### config.mk
export PLATFORM = sky130hd
export DESIGN_NAME = simd_exec_stage_flat
export DESIGN_NICKNAME = d
export VERILOG_FILES = /design/src/rtl/simd_pkg.sv /design/src/rtl/simd_exec_stage_if.sv /design/src/rtl/simd_lane_alu.sv /design/src/rtl/simd_exec_stage.sv /design/src/flat_wrapper.sv
export SDC_FILE = /design/constraint.sdc
export NUM_CORES = 2
export LEC_CHECK = 0
export CAP_MARGIN = 20
export CORE_MARGIN = 3
export CORE_UTILIZATION = 40
export DETAILED_ROUTE_END_ITERATION = 10
export PLACE_DENSITY_LB_ADDON = 0.2
export SLEW_MARGIN = 0
export SYNTH_ARGS = -nofsm -noshare
export SYNTH_HDL_FRONTEND = slang
export SYNTH_SLANG_ARGS = --single-unit
### constraint.sdc
create_clock -name clk -period 7 [get_ports clk]
set_input_delay 1.05 -clock clk [delete_from_list [all_inputs] [get_ports clk]]
set_output_delay 1.05 -clock clk [all_outputs]
set_load 0.05 [all_outputs]
### src/rtl/simd_pkg.sv
// ---------------------------------------------------------------------------
// simd_pkg
// Shared definitions for the SIMD execute/write-back stage:
//   XLEN_DEF / LANE_W_DEF / NUM_LANES_DEF : default datapath geometry
//   REG_ADDR_W / NUM_REGS                : architectural register file shape
//   op_e                                 : resolved operation
//   state_e                              : stage FSM state
//   decode_op()                          : resolves the decoder's one-hot-ish
//                                          enables with add > bitrev > mul > sub
// ---------------------------------------------------------------------------
package simd_pkg;

   localparam int XLEN_DEF      = 32;
   localparam int LANE_W_DEF    = 8;
   localparam int NUM_LANES_DEF = XLEN_DEF / LANE_W_DEF;
   localparam int REG_ADDR_W    = 5;
   localparam int NUM_REGS      = 32;

   typedef enum logic [2:0] {
      OP_NONE,
      OP_ADD,
      OP_SUB,
      OP_MUL,
      OP_BITREV
   } op_e;

   typedef enum logic [1:0] {
      IDLE,
      EX,
      MUL
   } state_e;

   // Same priority order the decoder uses when several enables are set.
   function automatic op_e decode_op(input logic add_en,
                                     input logic sub_en,
                                     input logic mul_en,
                                     input logic bitrev_en);
      op_e op;
      if (add_en)         op = OP_ADD;
      else if (bitrev_en) op = OP_BITREV;
      else if (mul_en)    op = OP_MUL;
      else if (sub_en)    op = OP_SUB;
      else                op = OP_NONE;
      return op;
   endfunction

endpackage

### src/rtl/simd_exec_stage_if.sv
// ---------------------------------------------------------------------------
// simd_exec_stage_if
// Decoder-to-execute handshake plus write-back report.
//   in_valid / in_ready                      : instruction handshake
//   add_en, sub_en, mul_en, bitrev_en        : op selects from the decoder
//   rs1_rd_en, rs2_rd_en, rd_wr_en           : operand read / dest write enables
//   rs1, rs2, rd                             : register addresses
//   wb_valid, wb_rd, wb_data                 : write-back pulse, dest, value
// master = decoder side, slave = execute stage.
// ---------------------------------------------------------------------------
interface simd_exec_stage_if
   import simd_pkg::*;
#(
   parameter int XLEN = XLEN_DEF
);

   logic                  in_valid;
   logic                  in_ready;
   logic                  add_en;
   logic                  sub_en;
   logic                  mul_en;
   logic                  bitrev_en;
   logic                  rs1_rd_en;
   logic                  rs2_rd_en;
   logic                  rd_wr_en;
   logic [REG_ADDR_W-1:0] rs1;
   logic [REG_ADDR_W-1:0] rs2;
   logic [REG_ADDR_W-1:0] rd;
   logic                  wb_valid;
   logic [REG_ADDR_W-1:0] wb_rd;
   logic [XLEN-1:0]       wb_data;

   modport master (
      output in_valid, add_en, sub_en, mul_en, bitrev_en,
             rs1_rd_en, rs2_rd_en, rd_wr_en, rs1, rs2, rd,
      input  in_ready, wb_valid, wb_rd, wb_data
   );

   modport slave (
      input  in_valid, add_en, sub_en, mul_en, bitrev_en,
             rs1_rd_en, rs2_rd_en, rd_wr_en, rs1, rs2, rd,
      output in_ready, wb_valid, wb_rd, wb_data
   );

endinterface

### src/rtl/simd_lane_alu.sv
// ---------------------------------------------------------------------------
// simd_lane_alu
// Combinational single-lane ALU.
//   op : resolved operation (op_e)
//   a  : lane of rs1
//   b  : lane of rs2 (ignored for bitrev)
//   y  : lane result
// Optional macro SIMD_SAT_EN: add/sub saturate as unsigned (add clamps at
// all-ones, sub clamps at zero). Without it both wrap modulo 2^LANE_W.
// ---------------------------------------------------------------------------
module simd_lane_alu
   import simd_pkg::*;
#(
   parameter int LANE_W = LANE_W_DEF
) (
   input  op_e               op,
   input  logic [LANE_W-1:0] a,
   input  logic [LANE_W-1:0] b,
   output logic [LANE_W-1:0] y
);

   logic [LANE_W-1:0] add_res;
   logic [LANE_W-1:0] sub_res;
   logic [LANE_W-1:0] mul_res;
   logic [LANE_W-1:0] rev_res;

`ifdef SIMD_SAT_EN
   // One extra bit captures carry-out / borrow-out for clamping.
   logic [LANE_W:0] sum_ext;
   logic [LANE_W:0] diff_ext;

   assign sum_ext  = {1'b0, a} + {1'b0, b};
   assign diff_ext = {1'b0, a} - {1'b0, b};
   assign add_res  = sum_ext[LANE_W]  ? {LANE_W{1'b1}} : sum_ext[LANE_W-1:0];
   assign sub_res  = diff_ext[LANE_W] ? '0             : diff_ext[LANE_W-1:0];
`else
   assign add_res = a + b;
   assign sub_res = a - b;
`endif

   // Low LANE_W bits of the unsigned product.
   assign mul_res = a * b;

   for (genvar gi = 0; gi < LANE_W; gi++) begin : g_rev
      assign rev_res[gi] = a[LANE_W-1-gi];
   end

   always_comb begin
      y = '0;
      case (op)
         OP_ADD:    y = add_res;
         OP_SUB:    y = sub_res;
         OP_MUL:    y = mul_res;
         OP_BITREV: y = rev_res;
         default:   y = '0;
      endcase
   end

endmodule

### src/rtl/simd_exec_stage.sv
// ---------------------------------------------------------------------------
// simd_exec_stage
// Execute/write-back stage behind the SIMD decoder. Owns the 32-entry
// register file, captures operands on accept, runs a lane-wise ALU and
// writes the result back. add/sub/bitrev take one EX cycle (1 op/cycle);
// mul spends MUL_LAT cycles in MUL and holds in_ready low until its last one.
//   clk, rst_n : clock, asynchronous active-low reset
//   bus        : simd_exec_stage_if.slave (handshake, operands, write-back)
//   busy       : EX or MUL occupied
//   dbg_addr   : debug register read address
//   dbg_data   : regfile[dbg_addr], 0 for x0
// Optional macro SIMD_SAT_EN (see simd_lane_alu) selects saturating add/sub.
// ---------------------------------------------------------------------------
module simd_exec_stage
   import simd_pkg::*;
#(
   parameter int XLEN    = XLEN_DEF,
   parameter int LANE_W  = LANE_W_DEF,
   parameter int MUL_LAT = 3
) (
   input  logic                  clk,
   input  logic                  rst_n,
   simd_exec_stage_if.slave      bus,
   output logic                  busy,
   input  logic [REG_ADDR_W-1:0] dbg_addr,
   output logic [XLEN-1:0]       dbg_data
);

   localparam int NUM_LANES = XLEN / LANE_W;
   localparam int CNT_W     = (MUL_LAT > 1) ? $clog2(MUL_LAT) : 1;
   localparam logic [CNT_W-1:0] MUL_LAST = CNT_W'(MUL_LAT - 1);

   state_e                state_reg;
   op_e                   op_reg;
   logic [XLEN-1:0]       a_reg;
   logic [XLEN-1:0]       b_reg;
   logic [REG_ADDR_W-1:0] rd_reg;
   logic                  wr_reg;
   logic [CNT_W-1:0]      cnt_reg;
   logic [XLEN-1:0]       regfile_reg [NUM_REGS];

   logic [XLEN-1:0]       result;
   logic [XLEN-1:0]       rs1_val;
   logic [XLEN-1:0]       rs2_val;
   logic                  mul_last;
   logic                  retire;
   logic                  accept;
   op_e                   op_next;

   for (genvar gi = 0; gi < NUM_LANES; gi++) begin : g_lane
      simd_lane_alu #(
         .LANE_W (LANE_W)
      ) u_lane (
         .op (op_reg),
         .a  (a_reg[gi*LANE_W +: LANE_W]),
         .b  (b_reg[gi*LANE_W +: LANE_W]),
         .y  (result[gi*LANE_W +: LANE_W])
      );
   end

   assign mul_last     = (state_reg == MUL) && (cnt_reg == MUL_LAST);
   assign retire       = (state_reg == EX) || mul_last;
   assign bus.in_ready = (state_reg != MUL) || mul_last;
   assign accept       = bus.in_valid && bus.in_ready;
   assign op_next      = decode_op(bus.add_en, bus.sub_en, bus.mul_en, bus.bitrev_en);

   // wr_reg already excludes rd==0 and no-op instructions.
   assign bus.wb_valid = retire && wr_reg;
   assign bus.wb_rd    = rd_reg;
   assign bus.wb_data  = result;
   assign busy         = (state_reg != IDLE);

   assign dbg_data = (dbg_addr == '0) ? '0 : regfile_reg[dbg_addr];

   // Operand fetch. A result retiring this cycle has not reached the regfile
   // yet, so a matching source takes it straight from the write-back bus.
   always_comb begin
      rs1_val = '0;
      rs2_val = '0;
      if (bus.rs1_rd_en && (bus.rs1 != '0)) begin
         rs1_val = (bus.wb_valid && (bus.rs1 == rd_reg)) ? result : regfile_reg[bus.rs1];
      end
      if (bus.rs2_rd_en && (bus.rs2 != '0)) begin
         rs2_val = (bus.wb_valid && (bus.rs2 == rd_reg)) ? result : regfile_reg[bus.rs2];
      end
   end

   always_ff @(posedge clk or negedge rst_n) begin
      if (!rst_n) begin
         for (int i = 0; i < NUM_REGS; i++) begin
            regfile_reg[i] <= '0;
         end
      end else if (bus.wb_valid) begin
         regfile_reg[rd_reg] <= result;
      end
   end

   // Stage FSM. A new accept is allowed in any cycle in_ready is high,
   // including the retiring EX / last MUL cycle, which keeps the pipe full.
   always_ff @(posedge clk or negedge rst_n) begin
      if (!rst_n) begin
         state_reg <= IDLE;
         op_reg    <= OP_NONE;
         a_reg     <= '0;
         b_reg     <= '0;
         rd_reg    <= '0;
         wr_reg    <= 1'b0;
         cnt_reg   <= '0;
      end else if (accept) begin
         op_reg    <= op_next;
         a_reg     <= rs1_val;
         b_reg     <= rs2_val;
         rd_reg    <= bus.rd;
         wr_reg    <= bus.rd_wr_en && (bus.rd != '0) && (op_next != OP_NONE);
         cnt_reg   <= '0;
         state_reg <= (op_next == OP_MUL) ? MUL : EX;
      end else if (retire) begin
         state_reg <= IDLE;
         wr_reg    <= 1'b0;
      end else if (state_reg == MUL) begin
         cnt_reg   <= cnt_reg + CNT_W'(1);
      end
   end

endmodule

### src/flat_wrapper.sv
// flat-port wrapper written by rule: the top's interface ports become plain ports
module simd_exec_stage_flat import simd_pkg::*;
#(
   parameter int XLEN    = XLEN_DEF,
   parameter int LANE_W  = LANE_W_DEF,
   parameter int MUL_LAT = 3
)
  (clk, rst_n, busy, dbg_addr, dbg_data, bus_in_valid, bus_add_en, bus_sub_en, bus_mul_en, bus_bitrev_en, bus_rs1_rd_en, bus_rs2_rd_en, bus_rd_wr_en, bus_rs1, bus_rs2, bus_rd, bus_in_ready, bus_wb_valid, bus_wb_rd, bus_wb_data);
  simd_exec_stage_if #(.XLEN(XLEN)) bus_i ();
  input  logic clk;
  input  logic rst_n;
  output logic busy;
  input  logic [REG_ADDR_W-1:0] dbg_addr;
  output logic [XLEN-1:0] dbg_data;
  input wire logic [$bits(bus_i.in_valid)-1:0] bus_in_valid;
  input wire logic [$bits(bus_i.add_en)-1:0] bus_add_en;
  input wire logic [$bits(bus_i.sub_en)-1:0] bus_sub_en;
  input wire logic [$bits(bus_i.mul_en)-1:0] bus_mul_en;
  input wire logic [$bits(bus_i.bitrev_en)-1:0] bus_bitrev_en;
  input wire logic [$bits(bus_i.rs1_rd_en)-1:0] bus_rs1_rd_en;
  input wire logic [$bits(bus_i.rs2_rd_en)-1:0] bus_rs2_rd_en;
  input wire logic [$bits(bus_i.rd_wr_en)-1:0] bus_rd_wr_en;
  input wire logic [$bits(bus_i.rs1)-1:0] bus_rs1;
  input wire logic [$bits(bus_i.rs2)-1:0] bus_rs2;
  input wire logic [$bits(bus_i.rd)-1:0] bus_rd;
  output wire logic [$bits(bus_i.in_ready)-1:0] bus_in_ready;
  output wire logic [$bits(bus_i.wb_valid)-1:0] bus_wb_valid;
  output wire logic [$bits(bus_i.wb_rd)-1:0] bus_wb_rd;
  output wire logic [$bits(bus_i.wb_data)-1:0] bus_wb_data;
  assign bus_i.in_valid = bus_in_valid;
  assign bus_i.add_en = bus_add_en;
  assign bus_i.sub_en = bus_sub_en;
  assign bus_i.mul_en = bus_mul_en;
  assign bus_i.bitrev_en = bus_bitrev_en;
  assign bus_i.rs1_rd_en = bus_rs1_rd_en;
  assign bus_i.rs2_rd_en = bus_rs2_rd_en;
  assign bus_i.rd_wr_en = bus_rd_wr_en;
  assign bus_i.rs1 = bus_rs1;
  assign bus_i.rs2 = bus_rs2;
  assign bus_i.rd = bus_rd;
  assign bus_in_ready = bus_i.in_ready;
  assign bus_wb_valid = bus_i.wb_valid;
  assign bus_wb_rd = bus_i.wb_rd;
  assign bus_wb_data = bus_i.wb_data;
  simd_exec_stage #(.XLEN(XLEN), .LANE_W(LANE_W), .MUL_LAT(MUL_LAT)) u_core (.clk(clk), .rst_n(rst_n), .bus(bus_i), .busy(busy), .dbg_addr(dbg_addr), .dbg_data(dbg_data));
endmodule
==> impl_metrics.toml <==
[yosys]
syn_inst = 6048
ys_seq_elements = 1101
netlist_area_mm2 = 0.0699
seq_area_frac_synth_pct = 39.4
async_flop_share_pct = 100
syn_avg_cell_area_um2 = 11.6
synth_warnings = 0
synth_cell_type_count = 62
syn_nets = 6231
yosysTopAreaCell = "dfrtp_1"
synth_top_cell_area_share_pct = 39.4
synth.area.top_cells = "dfrtp_1 (39%), mux4_2 (29%), a21oi_1 (5.0%), nor2_1 (4.2%), nand2_1 (2.9%)"
ys.flop_type = "dfrtp_1"
synth_edf_count = 0

[critical_path]
critPathBufInv = 4
endpoint_kind = "output port"
cp.required_ns = 5.95
worstSetupPathType = "reg2out"
cp_common_cell = "fa_1"
path_max_fanout = 9
cp-start-kind = "flip-flop"
crit_chain = "and2_1 -> fa_1 -> inv_1 -> fa_1 -> fa_1 -> fa_1 -> inv_1 -> ha_1 -> xnor2_1 -> a222oi_1 -> inv_1 -> clkdlybuf4s50_1"
crit_family = "adder cells"
max_stage_delay_ns = 0.77
critPathArrivalTime_ns = 5.57
slowest_stage = "clkdlybuf4s50_1"

[drt]
route.detailed.drc = 0
drt-initial-drc-count = 5723
via_count = 51700
dr.pass1.iters = 7
drt_wl_total_mm = 248
routed_via_density = 6.26
antenna_left = 0
drt-met1-wl_mm = 100
wire_per_inst_um = 30.1
met2RoutedLength_mm = 116
dr.max_layer_used = "met5"
wl_met3_mm = 19.2

[clock_network]
cts_root_buf = "clkbuf_16"
cts_buffer_depth = 3
cts_made_buffers = 135
cts_tree = "yes"
post_cts_resized = 0
clk_latency_ns = 0.80
clk_pin_slew_ns = 0.06
cts_hold_buf = 0
cts_setup_buffers = 0
cts_num_sinks = 1101
ctsHtreeMaxLevel = 4

[timing]
finalSetupViolCount = 0
hold_viol_final = 0
hold_slack_ns = 0.227
worst_pin_slew_ns = 1.23
skew_ns = 0.0289
clock.fmax_mhz = 151
fin_crit_ns = 6.62
grt_setup_unrepaired = "no"
slew_violations = 0
slew_headroom_pct = 18.1
fin_setup_tns_ns = 0
period_share_pct = 94.6

[floorplan]
rows = 152
start_util_pct = 40.5
ios = 102
core-area_mm2 = 0.173
die_w_um = 424
die_h_um = 424
die-area_mm2 = 0.180

[final_layout]
num-fill-cells = 16000
area_delta_synth_final_pct = 11.3
drive_gt1_share_pct = 24.5
largest_reg_flops = 1024
multi_input_area_mm2 = 0.0394
fin_nets = 6016
seq_area_mm2 = 0.0276

[global_routing]
antenna_found_initial = 4
track_usage_pct = 27.7
overflow = 0
grt_pass1_wl_mm = 368
grt_max_degree = 156
grt_pass1_vias = 52000

[flow_run]
drv_cap = 0

[pwr]
vdd_ir_drop_max_mv = 0.290
leakagePower_nw = 32.5
powerDensity_mw_per_mm2 = 338

[status]
outcome = "complete, no violations"

[placement]
hpwl_mm = 151
portBuffers = 101
routabilityCongestion = 0.906

[worst_hold_path]
hold_path_class = "in2async"
==> area by class of cell <==
type | instances | share of cell area (%)
Tap cell | 2310 | 3.71
Sequential cell | 1101 | 35.4
Clock inverter | 60 | 0.973
Inverter | 158 | 0.762
Clock buffer | 188 | 5.11
Multi-Input combinational cell | 4169 | 50.7
Antenna cell | 3 | 0.00965
Timing Repair Buffer | 268 | 3.35
==> synthesized netlist by cell type, types with 42 or more instances <==
cell,n
and2_1,72
mux4_2,912
a21oi_2,42
dfrtp_1,1101
mux2i_1,149
nor2_1,787
clkbuf_1,396
a21oi_1,705
o21ai_0,355
ha_1,101
inv_1,158
xnor2_1,83
buf_2,157
fa_1,52
nand2_1,535
==> final timing paths <==
| check | from | endpoint | slack (ns) | depth (start not counted) |
|---|---|---|---|---|
| worst max register to register | u_core.b_reg[2] | u_core.regfile_reg[999] | 1.99 | 15 |
| worst min register to register | u_core.cnt_reg[0] | u_core.cnt_reg[0] | 0.50 | 1 |
| min in group clk | u_core.cnt_reg[0] | u_core.cnt_reg[0] | 0.50 | 1 |
| max in group asynchronous | rst_n | u_core.regfile_reg[298] | 5.20 | 3 |
| worst min-delay path | rst_n | u_core.regfile_reg[213] | 0.23 | 1 |
| worst max-delay path | u_core.b_reg[19] | bus_wb_data[22] | 0.38 | 12 |
==> routing by layer <==
layer / vias to the layer above / global-route usage, %
met2: 2372 / 43.6
met3: 571 / 5.28
li1: 21900 / -
met5: - / 0
met4: 2 / 12.8
met1: 26800 / 37.4
==> cell usage in the layout (no fill, tap or decap), drive strengths merged, types with 23 or more instances in the layout <==
cell           count
ha               101
nand2            536
dfrtp           1101
nor2b             34
clkinv            30
o21ai            396
fa                52
clkbuf           188
a31oi             23
mux4             912
buf              187
o221ai            40
and2              72
xnor2             83
mux2i            149
nor2             790
inv              166
a21oi            747
clkdlybuf4s50     81
==> report_power, final <==
part           switching [mW]  internal, mW  leakage, nW
Clock                    2.98          4.53         2.33
Sequential               1.59          7.83         15.0
Combinational            5.25          4.08         15.1
==> per-stage QoR <==
| step | worst slack (ns) | area (um2) | power (mW) | instances | utilization, % |
|---|---|---|---|---|---|
| final | 0.375 | 77800 | 26.3 | 8257 | 45.1 |
| after global routing | 0.137 | 77800 | 27.6 | 8254 | 45.1 |
| after global placement | 1.16 | 73100 | 18.6 | 8005 | 42.3 |
| after detailed placement | 1.20 | 73100 | 18.8 | 8006 | 42.3 |
| after floorplan | 1.53 | 69900 | 15.9 | 6048 | - |
| after CTS | 0.333 | 77800 | 26.3 | 8254 | 45.1 |
==> kinds of logic after synthesis <==
kind of cell | count (synthesis) | share of synthesized area (%)
compound gates | 1300 | 10.3
mux | 1073 | 31.7
flops | 1101 | 39.4
fa+ha+maj | 153 | 3.30
simple gates | 1533 | 9.03
buf+inv | 778 | 4.73
xor+xnor | 110 | 1.55
Note: power is estimated with default switching activity, not from simulation.
